**src/rtl/mem_arbiter.sv**
```systemverilog
// Two-master round-robin arbiter for the shared data-memory bus.
// A grant is held for the whole transaction, and a watchdog force-completes a hung transaction.
module mem_arbiter #(
    parameter int XLEN           = 32,
    parameter int TIMEOUT_CYCLES = 255,
    parameter int CNT_W          = 8
) (
    input  logic            i_clk,
    input  logic            i_rst,
    input  logic [XLEN-1:0] i_M0_Addr,
    input  logic [XLEN-1:0] i_M0_Wd,
    input  logic [2:0]      i_M0_f3,
    input  logic            i_M0_Wen,
    input  logic            i_M0_MemRead,
    output logic [XLEN-1:0] o_M0_ReadData,
    output logic            o_M0_data_ready,
    output logic            o_M0_err,
    input  logic [XLEN-1:0] i_M1_Addr,
    input  logic [XLEN-1:0] i_M1_Wd,
    input  logic [2:0]      i_M1_f3,
    input  logic            i_M1_Wen,
    input  logic            i_M1_MemRead,
    output logic [XLEN-1:0] o_M1_ReadData,
    output logic            o_M1_data_ready,
    output logic            o_M1_err,
    output logic [XLEN-1:0] o_MEM_Addr,
    output logic [XLEN-1:0] o_MEM_Wd,
    output logic [2:0]      o_MEM_f3,
    output logic            o_MEM_Wen,
    output logic            o_MEM_MemRead,
    input  logic            i_MEM_data_ready,
    input  logic [XLEN-1:0] i_MEM_ReadData
);

    typedef enum logic [1:0] {IDLE, GNT0, GNT1} state_t;

    state_t             state, state_nxt;
    logic               last_grant, last_grant_nxt;
    logic [CNT_W-1:0]   wd_cnt, wd_cnt_nxt;
    logic               req0, req1;
    logic               sel, own_req, other_req, timeout;

    assign req0 = i_M0_Wen | i_M0_MemRead;
    assign req1 = i_M1_Wen | i_M1_MemRead;

    assign o_M0_ReadData = i_MEM_ReadData;
    assign o_M1_ReadData = i_MEM_ReadData;

    always_ff @(posedge i_clk) begin
        if (i_rst) begin
            state      <= IDLE;
            last_grant <= 1'b1;
            wd_cnt     <= '0;
        end else begin
            state      <= state_nxt;
            last_grant <= last_grant_nxt;
            wd_cnt     <= wd_cnt_nxt;
        end
    end

    always_comb begin
        state_nxt       = state;
        last_grant_nxt  = last_grant;
        wd_cnt_nxt      = wd_cnt;
        sel             = 1'b0;
        own_req         = 1'b0;
        other_req       = 1'b0;
        timeout         = 1'b0;
        o_MEM_Addr      = '0;
        o_MEM_Wd        = '0;
        o_MEM_f3        = '0;
        o_MEM_Wen       = 1'b0;
        o_MEM_MemRead   = 1'b0;
        o_M0_data_ready = 1'b0;
        o_M0_err        = 1'b0;
        o_M1_data_ready = 1'b0;
        o_M1_err        = 1'b0;

        case (state)
            IDLE: begin
                // On a tie, last_grant decides; it resets to 1 so M0 wins the first tie.
                if (req0 && (!req1 || last_grant)) begin
                    state_nxt      = GNT0;
                    last_grant_nxt = 1'b0;
                    wd_cnt_nxt     = '0;
                end else if (req1) begin
                    state_nxt      = GNT1;
                    last_grant_nxt = 1'b1;
                    wd_cnt_nxt     = '0;
                end
            end
            GNT0, GNT1: begin
                sel       = (state == GNT1);
                own_req   = sel ? req1 : req0;
                other_req = sel ? req0 : req1;
                timeout   = (wd_cnt == CNT_W'(TIMEOUT_CYCLES)) && !i_MEM_data_ready;

                o_MEM_Addr    = sel ? i_M1_Addr    : i_M0_Addr;
                o_MEM_Wd      = sel ? i_M1_Wd      : i_M0_Wd;
                o_MEM_f3      = sel ? i_M1_f3      : i_M0_f3;
                o_MEM_Wen     = sel ? i_M1_Wen     : i_M0_Wen;
                o_MEM_MemRead = sel ? i_M1_MemRead : i_M0_MemRead;

                if (!own_req) begin
                    state_nxt = IDLE;
                end else if (i_MEM_data_ready || timeout) begin
                    if (timeout) begin
                        o_MEM_Wen     = 1'b0;
                        o_MEM_MemRead = 1'b0;
                    end
                    if (sel) begin
                        o_M1_data_ready = 1'b1;
                        o_M1_err        = timeout;
                    end else begin
                        o_M0_data_ready = 1'b1;
                        o_M0_err        = timeout;
                    end
                    // The completing master is never re-granted here; only the other one can be.
                    if (other_req) begin
                        state_nxt      = sel ? GNT0 : GNT1;
                        last_grant_nxt = ~sel;
                        wd_cnt_nxt     = '0;
                    end else begin
                        state_nxt = IDLE;
                    end
                end else begin
                    wd_cnt_nxt = wd_cnt + CNT_W'(1);
                end
            end
            default: state_nxt = IDLE;
        endcase
    end

endmodule

```
**config.mk**
```make
export PLATFORM = sky130hd
export DESIGN_NAME = mem_arbiter
export DESIGN_NICKNAME = d
export VERILOG_FILES = /design/src/rtl/mem_arbiter.sv
export SDC_FILE = /design/constraint.sdc
export NUM_CORES = 1
export LEC_CHECK = 0
export BUFFER_PORTS_ARGS = -buffer_cell sky130_fd_sc_hd__buf_2
export CORE_AREA = 2 2 122 124
export DETAILED_ROUTE_END_ITERATION = 10
export DIE_AREA = 0 0 124 126
export PLACE_DENSITY_LB_ADDON = 0.08
export SYNTH_ARGS = -nofsm -noshare
export SYNTH_HDL_FRONTEND = slang
export SYNTH_SLANG_ARGS = --single-unit
```
**constraint.sdc**
```tcl
create_clock -name i_clk -period 2.2 [get_ports i_clk]
set_input_delay 0.22 -clock i_clk [delete_from_list [all_inputs] [get_ports i_clk]]
set_output_delay 0.22 -clock i_clk [all_outputs]
set_load 0.01 [all_outputs]
```
==> impl_results.md, run 1 <==
* Status: complete, no violations
* Die Footprint at 0.0156 mm^2
* CTS tree: done
* Worst-Margin Slew at 382 ps
* Vias per cell at 3.95
* VDD IR-drop max at 0.447 mV
* Die Wd at 124 um
* Prevailing post-synth register cell: dfxtp_1
* Area of the multi-input gates at 0.00165 mm^2
* CORE AREA at 0.0143 mm^2
* Port Buffers at 213
* Starting Density at 16.8%
* Post-synthesis cell type count at 40
* Synth Instances at 315
* Vias in the first global route at 2489
* I/O pins at 310
* Total global routing overflow at 0
* Adder-cell share of the synthesized area at 2.08%
* Reg2reg end: state[1]
* Cts bufs inserted at 3
* Setup Crit Path Kind: reg2out
* Worst Hold Class: in2reg
* Register bit total from synthesis at 11
* Simple-Gate Fraction of Synth Area at 27.2%
* Layout Skew at 2.09 ps
* Share of cells above drive strength 1 at 52.1%
* Ys Warns at 0
* Max Slew Vio Count at 0
* Routed WL per cell at 14.9 um
* Clock Root Buffer: clkbuf_16
* Ant diodes at 0
* Slowest-stage cell, CP: mux2i_1
* CP endpoint kind: primary output
* Sequential element share of the synthesized area at 9.13%
* Yosys top cell by area: mux2i_1
* Reg2Reg Depth at 7
* Min Tclk post-route at 2120 ps
* Tot Pwr at 4150 uW
* Critical path arrival at 1900 ps
* Skew-Pair Late Insertion Delay at 240 ps
* Clk slew on worst S/H paths at 40 ps
* Antenna violations before repair at 0
* RR Startpoint: state[0]
* Lkg Pwr at 0.00166 uW
* Dpl ws at 167 ps
* Crit start category: flop
* DR iter-0 viols at 51
* Xor/xnor share of the synthesized area at 0%
* Relative slew margins at 74.3%
* Async set-or-reset flop fraction in the synthesized netlist at 0%
* Reg area at 220 um^2
* R2R setup slack at 130 ps
* Max Clock Freq at 472 MHz
* Largest family of logic cells by synthesized area: multiplexers
* Syn_area_per_cell at 7.65 um^2
* Max clock buf depth at 2
* Num Clock Sinks at 11
* Site Rows at 44
* Top cells by area, synth: mux2i_1, buf_4, nor2b_1
* Period utilization at 96.3%
* GRT Overall Usage at 11.3%
* # nets final at 641
* Setup WS post-layout at 81.8 ps
* CP max stage delay at 340 ps
* Crit path to: o_MEM_Addr[16]
* Drt pass-1 iters at 4
* First-pass GRT wire length at 13.8 mm
* Post-DP HPWL at 7.84 mm
* Area Growth Syn to Fin at 41.6%
* CP cell instances: inv_1, ha_4, buf_16, mux2i_1, buf_4, nor2b_1, buf_2
* Gpl congestion at 0.728
* Crit path max fanout at 35
* Number of max-cap violations at 0
* Final hold vios at 0
* Final setup viols at 0
* Number of synthesized flops with an enable pin at 0
* Beginning of the critical path: state[0]
* Vias at 2556
* DRC viols at 0
* H-tree Lvls at 1
* CP required at 1980 ps
* Routed Antenna Nets at 0
* Net count after synthesis at 492
* Post-synthesis compound-gate area fraction at 8.51%
* Post-Syn Area at 0.00241 mm^2
* Top cells by count, synth: mux2i_1, nor2b_1, buf_4
* Fillers at 1629
* Most common cell in the synthesized netlist: mux2i_1
* Final WL at 9.66 mm
* Synth top area share at 29.1%
* Pin count of the biggest net entering global routing at 58
* Post-synthesis mux area share at 29.1%
* RSZ-0062 raised after global routing: true
* P per Cell Area at 1220 mW/mm^2
* Die Y at 126 um
cells by family (layout without fill, tap and decap cells):
logic type / count (synthesis) / after routing
muxes: 70 / 70
adders and majority gates: 4 / 4
and+or+nand+nor: 111 / 111
buffers and inverters: 87 / 235
DFF: 11 / 11
AOI/OAI and AO/OA: 32 / 32
worst min path at each step:
stage / from / endpoint / slack (ps) / cells past startpoint
after detailed placement: i_MEM_ReadData[19] / o_M0_ReadData[19] / 440 / 0
after floorplan: wd_cnt[2] / wd_cnt[2] / 470 / 1
after global routing: i_rst / state[0] / 320 / 2
final: i_rst / wd_cnt[0] / 300 / 2
after global placement: i_MEM_ReadData[19] / o_M0_ReadData[19] / 440 / 0
after CTS: i_rst / wd_cnt[0] / 300 / 2
layout by cell type, fill, tap and decap left out, types with 3 or more instances in the layout:
| cell type | instances |
|---|---|
| a21oi_1 | 10 |
| and3_1 | 3 |
| buf_2 | 213 |
| buf_4 | 10 |
| clkbuf_16 | 3 |
| dfxtp_1 | 11 |
| inv_1 | 5 |
| mux2i_1 | 69 |
| nand2_1 | 9 |
| nand3_1 | 3 |
| nor2_1 | 10 |
| nor2b_1 | 68 |
| nor3_1 | 4 |
| o21ai_0 | 9 |
layer usage:
| layer | global-route usage [%] | part of all wire, % |
|---|---|---|
| met1 | 14.0 | 41 |
| met2 | 19.9 | 49 |
| met3 | 2.17 | 8.3 |
| met4 | 2.71 | 1.4 |
| met5 | 0 | 0 |
sequential cells by signal, indices dropped and copies added (netlist names):
| name | flops |
|---|---|
| state | 2 |
| last_grant | 1 |
| wd_cnt | 8 |
final cells by class:
cell class / count / area share [%]
Clock buffer: 4 / 2.31
Inverter: 5 / 0.550
Multi-Input combinational cell: 217 / 48.4
Sequential cell: 11 / 6.45
Tap cell: 184 / 6.74
Timing Repair Buffer: 226 / 35.6
critical path: cells and delay by family (launching register included):
family,cells,cell delay (ps)
adders and majority gates,1,230
buffers and inverters,4,720
DFF,1,320
muxes,1,340
and+or+nand+nor,1,30
power by group:
group	switching (uW)	internal [uW]	leakage [uW]
combinational	1840	1720	0.00154
sequential	27.0	231	0.0000894
clock	88.5	243	0.0000382
metrics by stage:
step	TNS (ps)	util, %	cells	instance area [um^2]	hold slack [ps]
global route	-18.8	23.8	647	3410	323
CTS	0	23.7	647	3390	304
floorplan	0	-	315	2410	469
detailed placement	0	22.8	642	3260	440
finish	0	23.8	647	3410	301
global placement	0	22.8	642	3260	440
timing repair:
item	in CTS	in global routing
hold buffers	0	0
cloned	1	0
setup endpoints to repair	4	17
gates resized for setup	2	5
buffers inserted	0	0
Power figures use the tool's default switching activity.
==> run 2: changes to the inputs <==
Settings changed: ABC_AREA set to 1, CELL_PAD_IN_SITES_DETAIL_PLACEMENT set to 1, CELL_PAD_IN_SITES_GLOBAL_PLACEMENT set to 1, GPL_ROUTABILITY_DRIVEN set to 1.
==> run 2 against run 1 <==
Via count grew 2.8%. First-iteration DRC count up 29%. Non-clock buffer count is 3 lower. Cell count fell by 2.5%. Critical endpoint is now o_MEM_Addr[19].
==> impl_results.md, run 2 <==
* Vias at 2627 (+2.8%)
* Reg area at 220 um^2 (unchanged)
* DRC viols at 0 (unchanged)
* CP required at 1980 ps (about the same)
* Crit path max fanout at 26 (-26%)
* Vias per cell at 4.16 (+5.4%)
* CORE AREA at 0.0143 mm^2 (unchanged)
* Number of synthesized flops with an enable pin at 0 (unchanged)
* Clock Root Buffer: clkbuf_16
* Layout Skew at 2.53 ps (+0.438 ps)
* Ant diodes at 0 (unchanged)
* Clk pwr share at 7.5% (-0.5 points)
* Fillers at 1791 (+9.9%)
* H-tree Lvls at 1 (unchanged)
* Antenna violations before repair at 1 (+1)
* Area Growth Syn to Fin at 51.4%
* Prevailing post-synth register cell: dfxtp_1
* Syn_area_per_cell at 6.68 um^2 (-13%)
* DR iter-0 viols at 66 (+29%)
* Final WL at 11.4 mm (+18%)
* Number of flip-flops in the largest register at 8 (unchanged)
* I/O pins at 310 (unchanged)
* Status: complete, no violations
* Hold Slack at 226 ps (-74.8 ps)
* Async set-or-reset flop fraction in the synthesized netlist at 0% (unchanged)
* Top cells by count, synth: a22o_1, buf_4, nand2_1
* Total global routing overflow at 0 (unchanged)
* Sw Share at 50.5% (+3.3 points)
* CP endpoint kind: primary output
* Clk slew on worst S/H paths at 40 ps (about the same)
* Post-Syn Area at 0.00199 mm^2 (-17%)
* Register bit total from synthesis at 11 (unchanged)
* Skew-Pair Late Insertion Delay at 240 ps (about the same)
* Top reg by flops: wd_cnt
* Post-synthesis cell type count at 22 (-45%)
* Die Wd at 124 um (unchanged)
* Commonest cells after routing, fill and taps aside: buf_2, a22o_1, nand2_1
* Max clock buf depth at 2 (unchanged)
* Seq pwr share at 5.6% (-0.6 points)
* Worst-Margin Slew at 316 ps (-66.3 ps)
* Yosys top cell by area: a22o_1
* Lkg Pwr at 0.00174 uW (+4.6%)
* # nets final at 625 (-2.5%)
* Crit start category: flop
* CTS tree: done
* Routed Antenna Nets at 0 (unchanged)
* Synth top area share at 29.5% (+0.44 points)
* Final setup viols at 0 (unchanged)
* Most common cell in the synthesized netlist: a22o_1
* Tot Pwr at 4600 uW (+11%)
* Worst Hold Class: in2reg
* P per Cell Area at 1530 mW/mm^2 (+26%)
* Routed WL per cell at 18.1 um (+21%)
* Drt pass-1 iters at 4 (unchanged)
* Area of the multi-input gates at 0.00112 mm^2 (-32%)
* Setup Crit Path Kind: reg2out
* Setup TNS at 0 ps (unchanged)
* Sequential element share of the synthesized area at 11.1% (+1.9 points)
* Synth Instances at 298 (-5.4%)
* Top cells by area, synth: a22o_1, buf_4, dfxtp_1
* Period utilization at 95.6% (-0.71 points)
* Post-DP HPWL at 9.39 mm (+20%)
* Site Rows at 44 (unchanged)
* Port Buffers at 213 (unchanged)
* Relative slew margins at 78.9% (+4.6 points)
* Pin count of the biggest net entering global routing at 53 (-8.6%)
* Min Tclk post-route at 2100 ps (-15.6 ps)
* Comb pwr share at 86.8% (+1.0 points)
* Sw Pwr at 2320 uW (+19%)
* Max Slew Vio Count at 0 (unchanged)
* RSZ-0062 raised after global routing: false
* GRT Overall Usage at 12.9% (+1.6 points)
* Num Clock Sinks at 11 (unchanged)
* Final hold vios at 0 (unchanged)
* Cts bufs inserted at 3 (unchanged)
* Net count after synthesis at 475 (-3.5%)
* Critical path arrival at 1880 ps (-20 ps)
* Ys Warns at 0 (unchanged)
* VDD IR-drop max at 0.362 mV (-19%)
* Number of max-cap violations at 0 (unchanged)
* Share of cells above drive strength 1 at 53.7% (+1.6 points)
* Commonest non-fill, non-tap cell in the layout: buf_2
* Starting Density at 13.9% (-2.9 points)
* Vias in the first global route at 2599 (+4.4%)
* Die Y at 126 um (unchanged)
* Int Power at 2280 uW (+4.0%)
* Top flop regs: wd_cnt: 8 flops, state: 2 flops, last_grant: 1 flops
* Max Clock Freq at 476 MHz (+0.74%)
* Gpl congestion at 0.884 (+21%)
* First-pass GRT wire length at 15.4 mm (+11%)
* Die Footprint at 0.0156 mm^2 (unchanged)
## run 2: changes by cell type after synthesis, sizes merged, moves of 13 or more
| cell | delta |
|---|---|
| nand3 | +13 |
| mux2i | -70 |
| inv | +24 |
| nand2 | +40 |
| nor2b | -68 |
| a22o | +67 |
## run 2: critical path, cell delays in order (launching register included)
cell,delay (ps)
dfxtp_1,370
inv_1,60
ha_2,380
inv_2,80
nor2_4,120
buf_12,140
clkbuf_16,200
a22o_1,140
buf_2,140
## run 2: repair_timing
action	4_1_cts	5_1_grt
buffers inserted	0	1
pin swaps	0	1
gates cloned	0	3
hold buffers	0	0
gates resized for setup	2	5
endpoints found under the setup margin	2	56
endpoints found under the hold margin	0	0
## run 2: path summary, 6_finish.rpt
kind / from / to / slack (ps) / cells past startpoint
worst max-delay path: state[1] / o_MEM_Addr[19] / 100 / 8
worst min-delay path: i_rst / state[1] / 230 / 2
worst max register to register: state[1] / wd_cnt[1] / 270 / 11
worst min register to register: last_grant / last_grant / 490 / 2
## run 2: through the flow
step | worst slack [ps] | instances | util (%) | instance area (um^2)
after floorplan | 470 | 298 | - | 1990
after global placement | 244 | 623 | 19.7 | 2810
after detailed placement | 179 | 623 | 19.7 | 2810
after CTS | 8.91 | 627 | 20.3 | 2900
after global routing | 10.6 | 631 | 21.0 | 3010
final | 97.4 | 631 | 21.0 | 3010
## run 2: area by class of cell
cell class / count / area share, %
sequential: 11 / 7.31
multi-input combinational: 179 / 37.1
timing repair buffer: 223 / 41.4
clock buffer: 4 / 2.62
inverter: 30 / 3.86
tap: 184 / 7.64
## run 2: logic make-up (layout without fill, tap and decap cells)
family	after synthesis	in the layout	synth area share, %
AO/OA/AOI/OAI	81	81	33.1
adder cells (fa/ha/maj)	4	4	2.52
buffers and inverters	108	257	33.0
flip-flops	11	11	11.1
AND/OR/NAND/NOR	94	94	20.3
## run 2: power by group through the flow
stage / Clock (uW) / Combinational, uW / Sequential (uW)
6_report: 347 / 4000 / 260
5_1_grt: 368 / 4360 / 264
4_1_cts: 363 / 3720 / 261
3_5_place_dp: 0 / 3690 / 265
3_3_place_gp: 0 / 3680 / 262
2_1_floorplan: 0 / 2280 / 257
## run 2: routing by layer
metal	wire length, um	vias to the layer above	global-route usage [%]
met5	13	-	0
met4	80	2	2.31
met3	1090	9	3.62
met2	6060	131	24.6
met1	4180	1221	14.1
li1	-	1264	-
==> run 3: changes to the inputs <==
Settings changed: ABC_CLOCK_PERIOD_IN_PS set to 2200, PLACE_DENSITY set to 0.81, PLACE_DENSITY_LB_ADDON 0.08 to unset.
==> run 3 against run 2 <==
Flip-flop and latch count is the same. Sequential share of layout area is essentially flat. Combinational power grew 6.8%. Register-to-register slack gained 130 ps. Power grew 6.0%. Clock power is essentially flat. Wire length grew 4.8%. First-iteration DRC count grew 74%. Via count grew 1.1%. Cell area grew 0.58%. Critical endpoint is now o_MEM_Wd[23]. Largest cell class unchanged. Largest power group unchanged.
==> impl_results.md, run 3 (same netlist as run 2, synthesis figures left out) <==
* Status: complete, no violations
* Min Tclk post-route at 2090 ps (-17.5 ps)
* Routed Antenna Nets at 0 (unchanged)
* Antenna violations before repair at 0 (-1)
* Lkg Pwr at 0.00175 uW (+0.71%)
* CP endpoint kind: primary output
* Worst-Margin Slew at 359 ps (+43.1 ps)
* H-tree Lvls at 1 (unchanged)
* Placed instance count at 623 (unchanged)
* Die Wd at 124 um (unchanged)
* Routed WL per cell at 18.9 um (+4.5%)
* Top reg by flops: wd_cnt
* RSZ-0062 raised after global routing: false
* Final setup viols at 0 (unchanged)
* Crit start category: flop
* Starting Density at 13.9% (unchanged)
* Share of cells above drive strength 1 at 54.6% (+0.87 points)
* RR Startpoint: state[0]
* Commonest cells after routing, fill and taps aside: buf_2, a22o_1, nand2_1
* Site Rows at 44 (unchanged)
* # nets final at 627 (+0.32%)
* Hold Crit Start: i_rst
* Max clock buf depth at 2 (unchanged)
* Crit path max fanout at 12 (-54%)
* Critical path arrival at 1870 ps (about the same)
* Vias at 2656 (+1.1%)
* Number of max-cap violations at 0 (unchanged)
* Beginning of the critical path: state[0]
* CTS tree: done
* Commonest non-fill, non-tap cell in the layout: buf_2
* DR iter-0 viols at 115 (+74%)
* Port Buffers at 213 (unchanged)
* Hold Slack at 230 ps (+3.88 ps)
* Drt pass-1 iters at 4 (unchanged)
* Vias per cell at 4.20 (+0.78%)
* Worst Hold Class: in2reg
* Vias in the first global route at 2636 (+1.4%)
* Skew-Pair Late Insertion Delay at 240 ps (about the same)
* VDD IR-drop max at 0.372 mV (+2.8%)
* GRT Overall Usage at 13.4% (+0.51 points)
* Layout Skew at 3.01 ps (+0.478 ps)
* DRC viols at 0 (unchanged)
* Top flop regs: wd_cnt: 8 flops, state: 2 flops, last_grant: 1 flops
* Clk slew on worst S/H paths at 40 ps (about the same)
* Finished Cell Area at 0.00303 mm^2 (+0.58%)
* Gpl congestion at 0.826 (-6.6%)
* Num Clock Sinks at 11 (unchanged)
* Period utilization at 94.8% (-0.80 points)
* Post-DP HPWL at 9.77 mm (+4.0%)
* Die Footprint at 0.0156 mm^2 (unchanged)
* CP required at 1980 ps (about the same)
* Relative slew margins at 76.0% (-2.9 points)
* Tot Pwr at 4880 uW (+6.0%)
* Ant diodes at 0 (unchanged)
* Final WL at 12.0 mm (+4.8%)
* P per Cell Area at 1610 mW/mm^2 (+5.4%)
* Max Clock Freq at 480 MHz (+0.84%)
* Dpl cell area at 0.00281 mm^2 (unchanged)
* Clock Root Buffer: clkbuf_16
* CTS Hold Buffers Added at 0 (unchanged)
* Die Y at 126 um (unchanged)
* I/O pins at 310 (unchanged)
* First-pass GRT wire length at 15.7 mm (+2.2%)
* Pin count of the biggest net entering global routing at 53 (unchanged)
* Final hold vios at 0 (unchanged)
* Max Slew Vio Count at 0 (unchanged)
* CORE AREA at 0.0143 mm^2 (unchanged)
* Area Growth Syn to Fin at 52.3%
* Total global routing overflow at 0 (unchanged)
* Setup TNS at 0 ps (unchanged)
* Fillers at 1823 (+1.8%)
* Number of flip-flops in the largest register at 8 (unchanged)
* Post-route insts no fill at 633 (+0.32%)
* Cts bufs inserted at 3 (unchanged)
* Setup Crit Path Kind: reg2out
run 3: final cells by class:
type                       count  area (um^2)  area share [%]
clock buffer                   4         78.8            2.60
tap                          184          230            7.60
timing repair buffer         225         1240            41.1
sequential                    11          221            7.31
inverter                      30          114            3.76
multi-input combinational    179         1140            37.6
run 3: critical path, stage by stage (launching register included):
cell and delay [ps]:
dfxtp_1 330, inv_1 100, ha_4 280, inv_2 100, nor2_4 50, buf_4 150
buf_12 150, buf_4 140, a22o_1 190, buf_2 140
run 3: what timing repair did:
action,4_1_cts,5_1_grt
gates cloned,0,2
hold endpoints to repair,0,0
setup endpoints to repair,2,68
pin swaps,0,1
buffers inserted,0,4
gates resized for setup,2,8
run 3: worst paths after layout:
path                   to  slack (ps)  cells after the start
max reg2reg     wd_cnt[0]         400                     11
max          o_MEM_Wd[23]         110                      9
min reg2reg     wd_cnt[1]         490                      2
min              state[1]         230                      2
run 3: power by group:
part           internal [uW]  total, uW  switching [uW]
Sequential               238        263            25.0
Combinational           1920       4270            2360
Clock                    244        344            99.6
run 3: metrics by stage:
| stage | setup WS, ps | util [%] |
|---|---|---|
| final | 115 | 21.2 |
| after global routing | 27.2 | 21.2 |
| after CTS | -0.583 | 20.3 |
| after detailed placement | 257 | 19.7 |
| after global placement | 289 | 19.7 |
| after floorplan | 470 | - |
run 3: metal layers:
| layer | routed length (um) | up-vias | global-route usage (%) | share of wire [%] |
|---|---|---|---|---|
| li1 | - | 1262 | - | - |
| met2 | 5840 | 154 | 23.9 | 49 |
| met3 | 1200 | 9 | 3.89 | 10 |
| met5 | 0 | - | 0 | 0 |
| met4 | 148 | 0 | 2.64 | 1.2 |
| met1 | 4770 | 1231 | 15.9 | 40 |
